File: src/rtl/bar_pkg.sv
// Shared types and default parameters for the bar_chan_array skid-buffer channels.
package bar_pkg;

  typedef enum logic [1:0] {
    OCC_EMPTY = 2'd0,
    OCC_ONE   = 2'd1,
    OCC_TWO   = 2'd2
  } occ_e;

  localparam int unsigned NUM_CH_DEF = 4;
  localparam int unsigned WIDTH_DEF  = 8;
  localparam int unsigned CNT_W_DEF  = 16;

endpackage

File: src/rtl/bar_skid_chan.sv
// One channel: two-entry valid/ready skid buffer with a saturating send counter.
module bar_skid_chan
  import bar_pkg::*;
#(
  parameter int unsigned WIDTH = WIDTH_DEF,
  parameter int unsigned CNT_W = CNT_W_DEF
) (
  input  logic             clk_i,
  input  logic             rst_i,
  input  logic             en_i,
  input  logic             in_valid_i,
  output logic             in_ready_o,
  input  logic [WIDTH-1:0] in_data_i,
  output logic             out_valid_o,
  input  logic             out_ready_i,
  output logic [WIDTH-1:0] out_data_o,
  input  logic             cnt_clr_i,
  output logic [CNT_W-1:0] cnt_o,
  output logic             busy_o
);

  localparam logic [CNT_W-1:0] CNT_MAX = '1;

  occ_e             occ_q, occ_d;
  logic [WIDTH-1:0] main_q, main_d;
  logic [WIDTH-1:0] skid_q, skid_d;
  logic [CNT_W-1:0] cnt_q, cnt_d;
  logic             acc_s;
  logic             snd_s;

  // Ready comes only from state and enable so no combinational path from out_ready.
  assign in_ready_o  = en_i & (occ_q != OCC_TWO) & ~rst_i;
  assign out_valid_o = (occ_q != OCC_EMPTY);
  assign out_data_o  = main_q;
  assign busy_o      = (occ_q != OCC_EMPTY);
  assign cnt_o       = cnt_q;
  assign acc_s       = in_valid_i & in_ready_o;
  assign snd_s       = out_valid_o & out_ready_i;

  // Occupancy next-state and data movement between input, skid and main.
  always_comb begin
    occ_d  = occ_q;
    main_d = main_q;
    skid_d = skid_q;
    case (occ_q)
      OCC_EMPTY: begin
        if (acc_s) begin
          occ_d  = OCC_ONE;
          main_d = in_data_i;
        end else begin
          occ_d = OCC_EMPTY;
        end
      end
      OCC_ONE: begin
        if (acc_s && !snd_s) begin
          occ_d  = OCC_TWO;
          skid_d = in_data_i;
        end else if (acc_s && snd_s) begin
          main_d = in_data_i;
        end else if (snd_s) begin
          occ_d = OCC_EMPTY;
        end else begin
          occ_d = OCC_ONE;
        end
      end
      OCC_TWO: begin
        if (snd_s) begin
          occ_d  = OCC_ONE;
          main_d = skid_q;
        end else begin
          occ_d = OCC_TWO;
        end
      end
      default: begin
        occ_d = OCC_EMPTY;
      end
    endcase
  end

  // Saturating send counter; clear wins over a same-cycle send.
  always_comb begin
    cnt_d = cnt_q;
    if (cnt_clr_i) begin
      cnt_d = '0;
    end else if (snd_s && (cnt_q != CNT_MAX)) begin
      cnt_d = cnt_q + CNT_W'(1);
    end else begin
      cnt_d = cnt_q;
    end
  end

  // State registers with synchronous reset.
  always_ff @(posedge clk_i) begin
    if (rst_i) begin
      occ_q  <= OCC_EMPTY;
      main_q <= '0;
      skid_q <= '0;
      cnt_q  <= '0;
    end else begin
      occ_q  <= occ_d;
      main_q <= main_d;
      skid_q <= skid_d;
      cnt_q  <= cnt_d;
    end
  end

endmodule

File: src/rtl/bar_chan_array.sv
// NUM_CH independent registered skid-buffer channels plus a global busy flag.
module bar_chan_array
  import bar_pkg::*;
#(
  parameter int unsigned NUM_CH = NUM_CH_DEF,
  parameter int unsigned WIDTH  = WIDTH_DEF,
  parameter int unsigned CNT_W  = CNT_W_DEF
) (
  input  logic                    clk,
  input  logic                    rst,
  input  logic [NUM_CH-1:0]       ch_en,
  input  logic [NUM_CH-1:0]       in_valid,
  output logic [NUM_CH-1:0]       in_ready,
  input  logic [NUM_CH*WIDTH-1:0] in_data,
  output logic [NUM_CH-1:0]       out_valid,
  input  logic [NUM_CH-1:0]       out_ready,
  output logic [NUM_CH*WIDTH-1:0] out_data,
  input  logic [NUM_CH-1:0]       cnt_clr,
  output logic [NUM_CH*CNT_W-1:0] cnt,
  output logic                    busy
);

  logic [NUM_CH-1:0] busy_ch;

  for (genvar c = 0; c < NUM_CH; c++) begin : g_ch
    bar_skid_chan #(
      .WIDTH (WIDTH),
      .CNT_W (CNT_W)
    ) u_chan (
      .clk_i       (clk),
      .rst_i       (rst),
      .en_i        (ch_en[c]),
      .in_valid_i  (in_valid[c]),
      .in_ready_o  (in_ready[c]),
      .in_data_i   (in_data[c*WIDTH +: WIDTH]),
      .out_valid_o (out_valid[c]),
      .out_ready_i (out_ready[c]),
      .out_data_o  (out_data[c*WIDTH +: WIDTH]),
      .cnt_clr_i   (cnt_clr[c]),
      .cnt_o       (cnt[c*CNT_W +: CNT_W]),
      .busy_o      (busy_ch[c])
    );
  end

  assign busy = |busy_ch;

endmodule

File: config.mk
export PLATFORM = sky130hd
export DESIGN_NAME = bar_chan_array
export DESIGN_NICKNAME = d
export VERILOG_FILES = /design/src/rtl/bar_pkg.sv /design/src/rtl/bar_skid_chan.sv /design/src/rtl/bar_chan_array.sv
export SDC_FILE = /design/constraint.sdc
export NUM_CORES = 1
export LEC_CHECK = 0
export CAP_MARGIN = 20
export CORE_MARGIN = 1
export CORE_UTILIZATION = 50
export CTS_BUF_LIST = sky130_fd_sc_hd__clkbuf_16
export DETAILED_ROUTE_END_ITERATION = 7
export PLACE_DENSITY_LB_ADDON = 0.2
export SYNTH_ARGS = -nofsm -noshare
export SYNTH_HDL_FRONTEND = slang
export SYNTH_SLANG_ARGS = --single-unit
File: constraint.sdc
create_clock -name clk -period 2 [get_ports clk]
set_input_delay 0.4 -clock clk [delete_from_list [all_inputs] [get_ports clk]]
set_output_delay 0.4 -clock clk [all_outputs]
set_load 0.05 [all_outputs]
==> summary.txt, run 1 <==
outcome: complete, but fails checks
failing checks: negative setup slack
cell depth of the worst setup path: 3
max_slew headroom: 0.5477
Slowest cell on crit path: or4_4
Hold Path Sink: g_ch[3].u_chan.skid_q[1]
CTS Sinks: 136
drt initial violations: 519
placed inst area: 8655 µm²
Num CTS Buffers: 17
die span in x: 117.5 µm
share of layout cells above drive strength 1: 0.1787
leak pwr: 3.972 nW
CTS tree: done
post-route minimum period: 2105 ps
initial antenna violation count: 0
H-tree depth: 4
FMAX: 0.4750 GHz
Placed Cells: 1106
CP Max Fanout: 6
Reg2Reg Setup Slack: 150 ps
pin count of the biggest net entering global routing: 21
HPWL Detailed: 13360 µm
Post-DRT Antenna Nets: 0
met1 Use GR: 0.3212
I/O Buffers: 154
die area: 13800 µm²
Hold Startpoint: g_ch[3].u_chan.skid_q[1]
RSZ-0062 raised after global routing: true
Worst-Margin Slew: 678.5 ps
gr busiest metal: met2
fraction of registers with async set or reset after synthesis: 0
Routed WL: 18590 µm
distinct cell type count after synthesis: 61
synthesized area: 6666 µm²
met2 Usage GRT: 0.4564
Slew Viols, Final: 0
GRT Residual Overflow: 0
clk_skew: 8.115 ps
Worst Setup Start Kind: flip-flop
CP arrival: 1710 ps
Setup WS post-layout: -105.1 ps
CP delay by family, top: simple AND/OR/NAND/NOR gates
crit share post-route: 1.053
Post-synth EDFFs: 0
via/cell ratio: 5.875
Core Area: 12820 µm²
Mean Syn Cell Area: 8.635 µm²
DRT Pass-1 Iters: 5
met3 Track Usage GR: 0.06202
Critical Path RT: 1600 ps
vias: 6698
fillcell total: 1004
Max-Cap Viols: 0
Final Hold Vio Count: 0
post-synthesis sequential area ratio: 0.4084
crit path capture type: primary output
Synth warnings: 0
CTS Root Cell: clkbuf_16
Buf/Inv on CP: 1
reg2reg end: g_ch[0].u_chan.cnt_o[7]
number of global-route vias before repair: 6470
Power Density: 719.7 nW/µm²
std cell rows: 41
Mapped Cells: 772
CP peak stage delay: 540 ps
first-pass GRT wire length: 30460 µm
number of I/O pins: 155
Synthesized Nets: 826
fin cells: 1140
Worst VDD drop: 0.5709 mV
Initial Util: 0.5198
Setup Viol. Count Final: 1
post-route cell area: 9241 µm²
worst skew pair latency: 420 ps
FF-to-FF Start: g_ch[0].u_chan.cnt_o[0]
CP Class: reg -> out
DRC: 0
drt wl/cell: 16.30 µm
P&R area growth vs syn: 38.63%
crit path cell chain: or2_4, or4_4, buf_8
Tightest Hold Check Type: reg -> reg
reg2reg path depth: 6
ANT cells: 0
RePlAce Congestion: 0.9497
Final nets: 1009
Hold Path Cell Cnt: 2
most common flop cell mapped by yosys: dfxtp_1
Global Route Usage Sum: 0.2663
Seq cells post-synth: 136
Die Ht: 117.5 µm
Worst-path clk slew: 60 ps
CTS max path bufs: 2
## layout by cell type (no fill, tap or decap), types with 18 or more instances in the layout
cell             instances
nand3_1                 40
dlygate4sd2_1           50
clkdlybuf4s50_1         62
nor3_1                  39
o31ai_1                 18
nand2_1                 59
a211oi_1                24
a21oi_1                 72
mux2i_1                 38
o21ai_0                 23
nor2_1                  56
dfxtp_1                124
buf_4                   82
nand4_1                 21
## Yosys cell counts (7+ instances only)
cell type,n,share of area
dfxtp_1,136,0.41
a21oi_1,72,0.054
nand2_1,59,0.033
nor2_1,56,0.032
nand3_1,40,0.030
nor3_1,39,0.029
mux2i_1,38,0.057
clkbuf_1,26,0.015
a211oi_1,24,0.027
o21ai_0,23,0.017
nand4_1,21,0.020
o31ai_1,18,0.020
or4_1,18,0.020
or3_1,17,0.016
mux2_2,16,0.027
buf_2,15,0.011
nor4_1,12,0.011
or2_2,11,0.010
and3_1,9,0.0084
o21a_1,9,0.010
buf_4,8,0.0090
inv_1,7,0.0039
## per-stage QoR
stage	worst slack (ps)	util	hold WS (ps)	setup TNS, ps	power (mW)
finish	-105.1	0.7206	455.7	-105.1	6.651
CTS	-128.0	0.7158	456.9	-128.0	6.674
detailed placement	-215.8	0.6748	448.9	-2953	3.712
global placement	-146.3	0.6748	440.5	-1014	3.694
floorplan	-28.06	-	433.8	-32.28	3.361
global route	-142.5	0.7206	473.7	-144.3	6.868
## logic make-up (layout without fill, tap and decap cells)
kind of cell,after synthesis,after routing,synth area share
AOI/OAI and AO/OA,191,191,0.1894
buffers and inverters,61,257,0.04204
and+or+nand+nor,325,325,0.2673
muxes,54,54,0.08408
DFF,136,136,0.4084
xor gates and xnor gates,1,1,0.001314
adders and majority gates,4,4,0.007508
## metal layers
layer,part of all wire,up-vias
met4,0.025,0
met3,0.057,30
met5,0,-
met1,0.43,3187
met2,0.49,200
li1,-,3281
## worst min-delay path: stages, from the launching register on
cell and delay [ps]:
dfxtp_1 310, nand2_1 50, a21oi_1 50
## registers in the layout, indices dropped and copies added (netlist names)
signal,flops
g_ch.u_chan.cnt_o,64
g_ch.u_chan.occ_q,8
g_ch.u_chan.out_data_o,32
g_ch.u_chan.skid_q,32
## final cells by class
cell class	instances	area (µm²)	share of cell area
clock buffer	17	425.4	0.04603
tap	172	215.2	0.02329
multi-input combinational	575	3682	0.3985
timing repair buffer	218	2014	0.2180
inverter	7	26.28	0.002843
clock inverter	15	137.6	0.01489
sequential	136	2740	0.2965
## how the worst max path moves through the flow
| stage | start | end | slack (ps) |
|---|---|---|---|
| 2_1_floorplan | g_ch[0].u_chan.cnt_o[3] | g_ch[0].u_chan.cnt_o[13] | -30 |
| 3_3_place_gp | out_ready[1] | g_ch[1].u_chan.cnt_o[15] | -150 |
| 3_5_place_dp | out_ready[1] | g_ch[1].u_chan.cnt_o[15] | -220 |
| 4_1_cts | g_ch[0].u_chan.occ_q[0] | busy | -130 |
| 5_1_grt | g_ch[1].u_chan.occ_q[0] | busy | -140 |
| 6_report | g_ch[1].u_chan.occ_q[0] | busy | -110 |
## where the power goes
part,switching [mW],internal (mW),leakage [nW]
clock network,1.17,1.81,0.267
registers,0.0382,2.77,1.11
logic,0.496,0.370,2.60
## timing repair
action / CTS / global route
resized for setup: 59 / 18
endpoints found under the setup margin: 52 / 18
hold buffers: 0 / 0
pin swaps: 0 / 2
buffers inserted: 0 / 2
endpoints found under the hold margin: 0 / 0
Note: power is estimated with default switching activity, not from simulation.
==> run 2: changes to the inputs <==
Settings changed: SETUP_SLACK_MARGIN set to 0.2, SYNTH_HIERARCHICAL set to 1.
==> summary.txt, run 2 <==
outcome: complete, but fails checks
failing checks: negative setup slack
Largest register FFs: 64
CP delay by family, top: simple AND/OR/NAND/NOR gates
Comb pwr share: 0.137
std cell rows: 41
die span in x: 117.4 µm
fillcell total: 1000
Power Density: 681.2 nW/µm²
Worst Setup Start Kind: flip-flop
crit share post-route: 1.062
pin count of the biggest net entering global routing: 20
sequential share of power: 0.424
crit path cell chain: or2_4, or4_4, buf_8
most frequent cells in the layout: a21oi_1, buf_4, dfxtp_1, nand2_1, dlygate4sd2_1
CTS Sinks: 136
share of layout cells above drive strength 1: 0.2700
Sw Share: 0.2611
distinct cell type count after synthesis: 40
P_sw: 1.709 mW
reg2reg end: g_ch[3].u_chan/cnt_o[10]
top post-synthesis cells by count: dfxtp_1, a21oi_1, nand2_1, nand3_1
GRT Residual Overflow: 0
post-synthesis sequential area ratio: 0.4089
CP arrival: 1720 ps
crit path launch: g_ch[1].u_chan/occ_q[1]
Seq cells post-synth: 136
DRT Pass-1 Iters: 5
Synth warnings: 6
Post-DRT Antenna Nets: 0
H-tree depth: 4
CTS tree: done
number of global-route vias before repair: 6514
met3 wire length: 1161 µm
P&R area growth vs syn: 44.23%
post-route minimum period: 2124 ps
DRC: 0
hold_ws: 401.2 ps
Die Ht: 117.4 µm
# hold bufs at CTS: 0
overall power: 6.543 mW
CP peak stage delay: 560 ps
Hold Path Sink: g_ch[1].u_chan/occ_q[1]
max_slew headroom: 0.6290
Clk pwr share: 0.439
synthesized area: 6659 µm²
vias: 6968
Hold Path Cell Cnt: 3
worst skew pair latency: 420 ps
Setup Viol. Count Final: 1
ANT cells: 0
RSZ-0062 raised after global routing: true
Multi-input gate area: 3784 µm²
HPWL Detailed: 13400 µm
Global Route Usage Sum: 0.2775
Worst-Margin Slew: 549.0 ps
CP Class: reg -> out
most frequent cell after synthesis: dfxtp_1
CP Max Fanout: 4
most common flop cell mapped by yosys: dfxtp_1
CTS max path bufs: 2
RePlAce Congestion: 0.8603
FMAX: 0.4707 GHz
FF-to-FF Start: g_ch[3].u_chan/cnt_o[1]
Reg2Reg Setup Slack: 130 ps
Buf/Inv on CP: 1
initial antenna violation count: 0
number of I/O pins: 155
Mean Syn Cell Area: 8.440 µm²
internal power: 4.834 mW
Initial Util: 0.5192
Mapped Cells: 789
Routed WL: 19230 µm
Slowest cell on crit path: or4_4
commonest non-fill, non-tap cell in the layout: a21oi_1
Final Hold Vio Count: 0
first-pass GRT wire length: 31380 µm
Num CTS Buffers: 17
via/cell ratio: 5.945
Setup WS post-layout: -124.3 ps
Worst VDD drop: 0.4770 mV
Storage cell area: 2882 µm²
I/O Buffers: 154
Area contributors post-synth: dfxtp_1, a21oi_1, mux2_2
CTS Root Cell: clkbuf_16
crit path capture type: primary output
leak pwr: 3.590 nW
Synthesized Nets: 843
clk_skew: 6.610 ps
Critical Path RT: 1600 ps
Slew Viols, Final: 0
area leader, netlist: dfxtp_1
top cell type's share of synthesized area: 0.4089
Post-synth EDFFs: 0
Final nets: 1041
top sig layer: met4
Max-Cap Viols: 0
Hold Startpoint: out_ready[1]
Worst-path clk slew: 50 ps
Tightest Hold Check Type: in -> reg
die area: 13780 µm²
DR WL met2: 9355 µm
pre-CTS WS: -245.7 ps
drt wl/cell: 16.40 µm
drt initial violations: 489
Core Area: 12820 µm²
WL met1: 8315 µm
fraction of registers with async set or reset after synthesis: 0
reg2reg path depth: 5
-- run 2: changes by cell type after synthesis, moves of 15 or more --
cell	previous run	this run
a21oi_1	72	112
a311oi_1	3	40
nor2_1	56	20
inv_1	7	40
mux2i_1	38	8
nor3_1	39	12
a211oi_1	24	4
mux2_2	16	32
or3_1	17	32
-- run 2: cell type report --
| type | instances | share of cell area |
|---|---|---|
| clock buffers | 18 | 0.04690 |
| multi-input cells | 561 | 0.3940 |
| flip-flops and latches | 136 | 0.3000 |
| clock inverters | 14 | 0.009380 |
| well taps | 172 | 0.02241 |
| repair buffers | 231 | 0.2117 |
| inverters | 40 | 0.01563 |
-- run 2: what timing repair did --
item / in CTS / in global routing
endpoints found under the setup margin: 99 / 90
pin swaps: 3 / 10
setup buffers: 5 / 8
gates resized for setup: 112 / 35
-- run 2: through the flow --
stage	util	area [µm²]	std cells	setup TNS (ps)
global placement	0.6943	8905	1127	-3295
floorplan	-	6923	789	0
global route	0.7489	9604	1172	-178.7
finish	0.7489	9604	1172	-124.3
detailed placement	0.6943	8905	1127	-7597
CTS	0.7368	9449	1164	-138.4
-- run 2: power by group through the flow --
stage / combinational (mW) / sequential [mW] / clock [mW]
floorplan: 0.355 / 3.00 / 0
global placement: 0.872 / 2.83 / 0
detailed placement: 0.889 / 2.84 / 0
CTS: 0.885 / 2.77 / 2.92
global route: 0.947 / 2.78 / 3.06
finish: 0.896 / 2.77 / 2.87
-- run 2: how the worst max path moves through the flow --
stage                              endpoint  slack [ps]  cells past startpoint
floorplan           g_ch[0].u_chan/cnt_o[9]         160                      5
global placement    g_ch[0].u_chan/cnt_o[9]        -230                      5
detailed placement  g_ch[0].u_chan/cnt_o[9]        -250                      5
CTS                                    busy        -140                      3
global route                           busy        -160                      3
finish                                 busy        -120                      3
-- run 2: layer usage --
metal / global-route usage / vias up
met3: 0.06469 / 30
li1: - / 3351
met1: 0.3457 / 3338
met5: 0 / -
met4: 0.1080 / 0
met2: 0.4623 / 249
-- run 2: logic make-up after synthesis --
family,share of synthesized area
AOI/OAI and AO/OA,0.2360
buffers and inverters,0.05712
adders and majority gates,0.007516
DFF,0.4089
and+or+nand+nor,0.2244
muxes,0.06614
-- run 2: tightest hold or removal path: cells and delay by family --
family | cells | cell delay (ps)
AOI/OAI and AO/OA | 1 | 50
buffers and inverters | 2 | 310
==> variant 1: new RTL, flow settings as in run 1 <==
Change the package constant `NUM_CH_DEF` from 4 to 5.
--- a/src/rtl/bar_pkg.sv
+++ b/src/rtl/bar_pkg.sv
@@ -9,3 +9,3 @@
 
-  localparam int unsigned NUM_CH_DEF = 4;
+  localparam int unsigned NUM_CH_DEF = 5;
   localparam int unsigned WIDTH_DEF  = 8;
Interface: changed (9 resized); port bits go from 155 to 193. No check against the original RTL was run, so the function may have changed too.
==> variant 1 against run 1 <==
  * The run still ends with setup timing left
  * Power is 9.6% higher
  * Critical path depth is 1 higher
  * Design area grew 17%
  * Area after synthesis up 18%
  * Sequential cell count is 34 higher
  * Worst setup slack lost 130 ps
  * Die area is 18% higher
  * Synthesized cell count is 15% higher
  * Routed wire length increased by 3.2%
  * Global-route usage decreased by 2.9 points
  * Critical path type unchanged
  * Largest cell class unchanged
  * Largest power group is now registers
==> variant 1: results (changes against run 1) <==
- The maximum single-stage delay on the critical path is 430 ps (-110 ps).
- The unique cell type count in the Yosys netlist was 57 (-6.6%).
- The pin count of the biggest net entering global routing is 40 (+90%).
- The headroom to the max-slew limit is 54.8% (+0.056 points).
- The worst register-to-register path begins at g_ch[1].u_chan.cnt_o[13]$_SDFFE_PP0P_.
- The final-layout worst hold slack is 325 ps (-131 ps).
- The placer congestion estimate came to 0.860 (-9.5%).
- The net switching fraction of the power is 25.8% (+0.23 points).
- The global-route wire length before repair came to 31200 um (+2.5%).
- The iteration-0 DRC count of the detailed router came to 431 (-17%).
- The number of vias after detailed routing is 7174 (+7.1%).
- The total placed instance area is 10300 um2 (+19%).
- The final worst slack is -231 ps (-126 ps).
- The hold path endpoint is g_ch[4].u_chan.skid_q[0]$_SDFFE_PP0P_.
- The flow ran to the end, but the final reports show violations.
- The average instance area after synthesis is 8.86 um2 (+2.6%).
- The final reports fail on setup timing.
- The share of total power in the clock network was 38.8% (-6.0 points).
- The net count of the mapped netlist is 958 (+16%).
- The arrival time at the worst endpoint is 1830 ps (+120 ps).
- The adder and majority gate portion of the synthesized area was 0.793% (+0.042 points).
- The number of inserted filler cells in the final layout was 1273 (+27%).
- The sequential element share of the synthesized area is 43.1% (+2.3 points).
- The worst-case clock skew is 8.07 ps (-0.0399 ps).
- The worst slack after detailed placement is -192 ps (+23.5 ps).
- The count of input and output buffers was 192 (+25%).
- The layout net count is 1176 (+17%).
- The HPWL after detailed placement is 13800 um (+3.2%).
- The number of flip-flops under the largest register name is 80 (+25%).
- The aggregate global-route resource usage is 23.8% (-2.9 points).
- The static leakage power is 5.11 nW (+29%).
- The final-report setup violation count is 1 (unchanged).
- The maximum fanout encountered on the critical timing path came to 3 (-3).
- The source of the worst hold timing path is rst.
- By area the synthesized netlist is led by dfxtp_1 43%, mux2i_1 9.1%, nor2_1 8.0%, xor2_1 3.9%, nand2_1 3.5%.
- The total placed cells including tap cells is 1300 (+18%).
- The reg-to-reg endpoint is g_ch[1].u_chan.cnt_o[9]$_SDFFE_PP0P_.
- Ranked by instance count, the synthesized netlist is headed by 170 x dfxtp_1, 169 x nor2_1, 73 x nand2_1.
- The via-per-instance ratio is 5.39 (-8.3%).
- The maximum vdd drop came to 670 uV (+17%).
[variant 1: metal layers]
layer  vias up  global-route usage, %  share of wire [%]
met3        34                   6.53                5.9
met2       201                   36.7                 46
met5         -                      0                  0
met4         0                   9.00                2.5
li1       3581                      -                  -
met1      3358                   31.6                 46
[variant 1: worst reg2reg max path, cell delays in order (launching register included)]
cell,delay (ps)
dfxtp_2,350
and4_4,240
or4b_1,640
o211ai_1,290
xor2_1,170
nor2_1,50
[variant 1: timing repair]
item | CTS | global route
hold buffers | 0 | 0
resized for setup | 75 | 27
setup buffers | 0 | 1
hold endpoints to repair | 0 | 0
pin swaps | 0 | 1
setup endpoints to repair | 71 | 26
[variant 1: layout make-up]
class | instances | area, um2 | area share (%)
tap | 211 | 264 | 2.44
clock buffer | 17 | 425 | 3.92
timing repair buffer | 255 | 2410 | 22.2
clock inverter | 13 | 70.1 | 0.646
inverter | 4 | 15.0 | 0.139
multi-input combinational | 661 | 4230 | 39.1
sequential | 170 | 3420 | 31.6
==> variant 2: new RTL, settings of run 1 <==
Made on the original files. The 3 values of `occ_e` get a one-hot encoding in 3 bits.
--- a/src/rtl/bar_pkg.sv
+++ b/src/rtl/bar_pkg.sv
@@ -3,6 +3,6 @@
 
-  typedef enum logic [1:0] {
-    OCC_EMPTY = 2'd0,
-    OCC_ONE   = 2'd1,
-    OCC_TWO   = 2'd2
+  typedef enum logic [2:0] {
+    OCC_EMPTY = 3'b001,
+    OCC_ONE   = 3'b010,
+    OCC_TWO   = 3'b100
   } occ_e;
Check against the original RTL: same outputs for any inputs over 4 cycles, from zero or initial values and one cycle with rst high; so few cycles prove little.
==> variant 2 against run 1 <==
  * The run still ends with setup timing left
  * Design area up 6.4%
  * Clock power rose by 6.7%
  * Power rose by 0.81%
  * Critical path depth stayed put
  * Clock skew hardly changed
  * Worst setup slack got worse by 140 ps
  * Area after synthesis rose by 7.0%
  * Routed wire length down 1.8%
  * Final cell count increased by 4.2%
  * Non-clock buffer count increased by 8
  * Sequential cell count increased by 4
  * Combinational power down 22%
  * Via count up 2.4%
  * Largest cell class unchanged
==> variant 2: results (changes against run 1) <==
- The run finished, with violations left.
- The checks that failed: setup timing.
- The global-route wire length before repair came to 29900 um (-1.8%).
- The placer congestion estimate is 0.837 (-12%).
- The total number of yosys warnings is 0 (unchanged).
- The share of layout cells above drive strength 1 is 18.7% (+0.78 points).
- The xor and xnor fraction of the mapped netlist area was 0.491% (+0.36 points).
- The hold path endpoint is g_ch[2].u_chan.skid_q[7]$_SDFFE_PP0P_.
- The number of antenna violations at the first check in global routing is 0 (unchanged).
- The worst-case clock skew is 7.86 ps (-0.250 ps).
- The final-layout worst hold slack is 354 ps (-102 ps).
- The startpoint of the most critical setup path is g_ch[0].u_chan.occ_q[1]$_SDFFE_PP0P_.
- The worst slack after detailed placement is -113 ps (+102 ps).
- The pin count of the biggest net entering global routing is 30 (+43%).
- The origin of the critical flop-to-flop path is g_ch[0].u_chan.cnt_o[0]$_SDFFE_PP0P_.
- The endpoint identified for the worst register-to-register timing path is g_ch[0].u_chan.cnt_o[5]$_SDFFE_PP0P_.
- The maximum fanout encountered on the critical timing path is 3 (-3).
- The setup check on the worst reg-to-reg path leaves a slack of 160 ps.
- The share of synthesized flip-flops with an asynchronous set or reset is 0% (unchanged).
- The maximum level of the CTS H-tree is 4 (unchanged).
- The commonest cells after synthesis are 140 x dfxtp_1, 104 x nand2_1, 76 x mux2i_1.
- At the later pin of the worst-skew pair, clock insertion delay measures between 400 and 500 ps.
- The worst hold path depth is 2 (unchanged).
- The number of flip-flops under the largest register name was 64 (unchanged).
- The unique cell type count in the Yosys netlist came to 63 (+3.3%).
- The layout net count came to 1049 (+4.0%).
- The number of cells on the worst reg-to-reg path is 6 (unchanged).
- The HPWL after detailed placement is 12600 um (-5.9%).
- The compound-cell area share of the yosys netlist is 13.6% (-5.4 points).
- The net count of the mapped netlist was 851 (+3.0%).
- The count of input and output buffers is 154 (unchanged).
- The sequential element share of the synthesized area is 39.3% (-1.6 points).
- The arrival time at the worst endpoint is 1840 ps (+130 ps).
- The count of non-filler cells in the finished layout is 1188 (+4.2%).
- The aggregate global-route resource usage is 25.1% (-1.5 points).
- The maximum vdd drop is 564 uV (-1.1%).
- The static leakage power is 4.57 nW (+15%).
- The final-report setup violation count is 1 (unchanged).
- The final worst slack is -242 ps (-137 ps).
- The number of global-route vias before repair is 6261 (-3.2%).
- The average instance area after synthesis is 8.95 um2 (+3.7%).
- The total placed instance area came to 9170 um2 (+5.9%).
- The aggregate negative setup slack is -242 ps (-137 ps).
- Yosys attributes the largest share of cell area to dfxtp_1 39%, mux2i_1 11%, nand2_1 5.5%, mux2_2 3.8%, a21oi_1 2.9%.
- The headroom to the max-slew limit was 54.0% (-0.76 points).
- The source of the worst hold timing path is rst.
- The adder and majority gate portion of the synthesized area came to 0.702% (-0.049 points).
- The iteration-0 DRC count of the detailed router is 468 (-9.8%).
- The average wire length per cell after detail routing came to 15.4 um (-5.7%).
- The number of inserted filler cells in the final layout is 1124 (+12%).
- The share of cell area taken by muxes after synthesis is 14.5% (+6.0 points).
- The path class of the tightest hold or removal check is in2reg.
- The number of vias after detailed routing is 6856 (+2.4%).
variant 2: worst max path at each step:
stage | cells past startpoint | to | slack, ps
after detailed placement | 5 | g_ch[1].u_chan.out_data_o[4]$_SDFFE_PP0P_ | -110
after global placement | 5 | g_ch[3].u_chan.cnt_o[11]$_SDFFE_PP0P_ | -70
after floorplan | 5 | g_ch[2].u_chan.cnt_o[0]$_SDFFE_PP0P_ | 5
after CTS | 3 | busy | -260
final | 3 | busy | -240
after global routing | 3 | busy | -270
variant 2: routing by layer:
metal,vias to the layer above,GRT usage [%],share of wire (%)
li1,3364,-,-
met2,209,40.2,47
met3,22,6.25,6.0
met5,-,0,0
met4,0,7.10,1.1
met1,3261,33.3,45
variant 2: area by class of cell:
cell class	instances	area (um2)	area share, %
multi-input combinational	594	4050	41.2
sequential	140	2810	28.6
timing repair buffer	226	2090	21.3
clock buffer	17	425	4.33
tap	180	225	2.29
clock inverter	15	168	1.71
inverter	16	60.1	0.611
variant 2: cells by family after synthesis:
group / Yosys count
AO/OA/AOI/OAI: 141
XOR/XNOR: 4
adder cells (fa/ha/maj): 4
buffers and inverters: 63
flip-flops: 140
multiplexers: 100
AND/OR/NAND/NOR: 345
variant 2: worst max-delay path: stages (launching register included):
cell and delay (ps):
dfxtp_2 320, or3b_4 390, or4_4 540, buf_8 170
variant 2: timing repair:
| action | CTS | global route |
|---|---|---|
| endpoints found under the setup margin | 59 | 28 |
| cloned | 0 | 0 |
| pin swaps | 2 | 2 |
| setup buffers | 2 | 3 |
| gates resized for setup | 63 | 30 |
variant 2: report_power, final:
part	leakage, nW	internal, mW	switching [mW]	total (mW)
registers	1.13	2.82	0.0200	2.84
clock network	0.294	1.78	1.40	3.18
logic	3.15	0.307	0.373	0.680
total	4.57	4.91	1.79	6.70
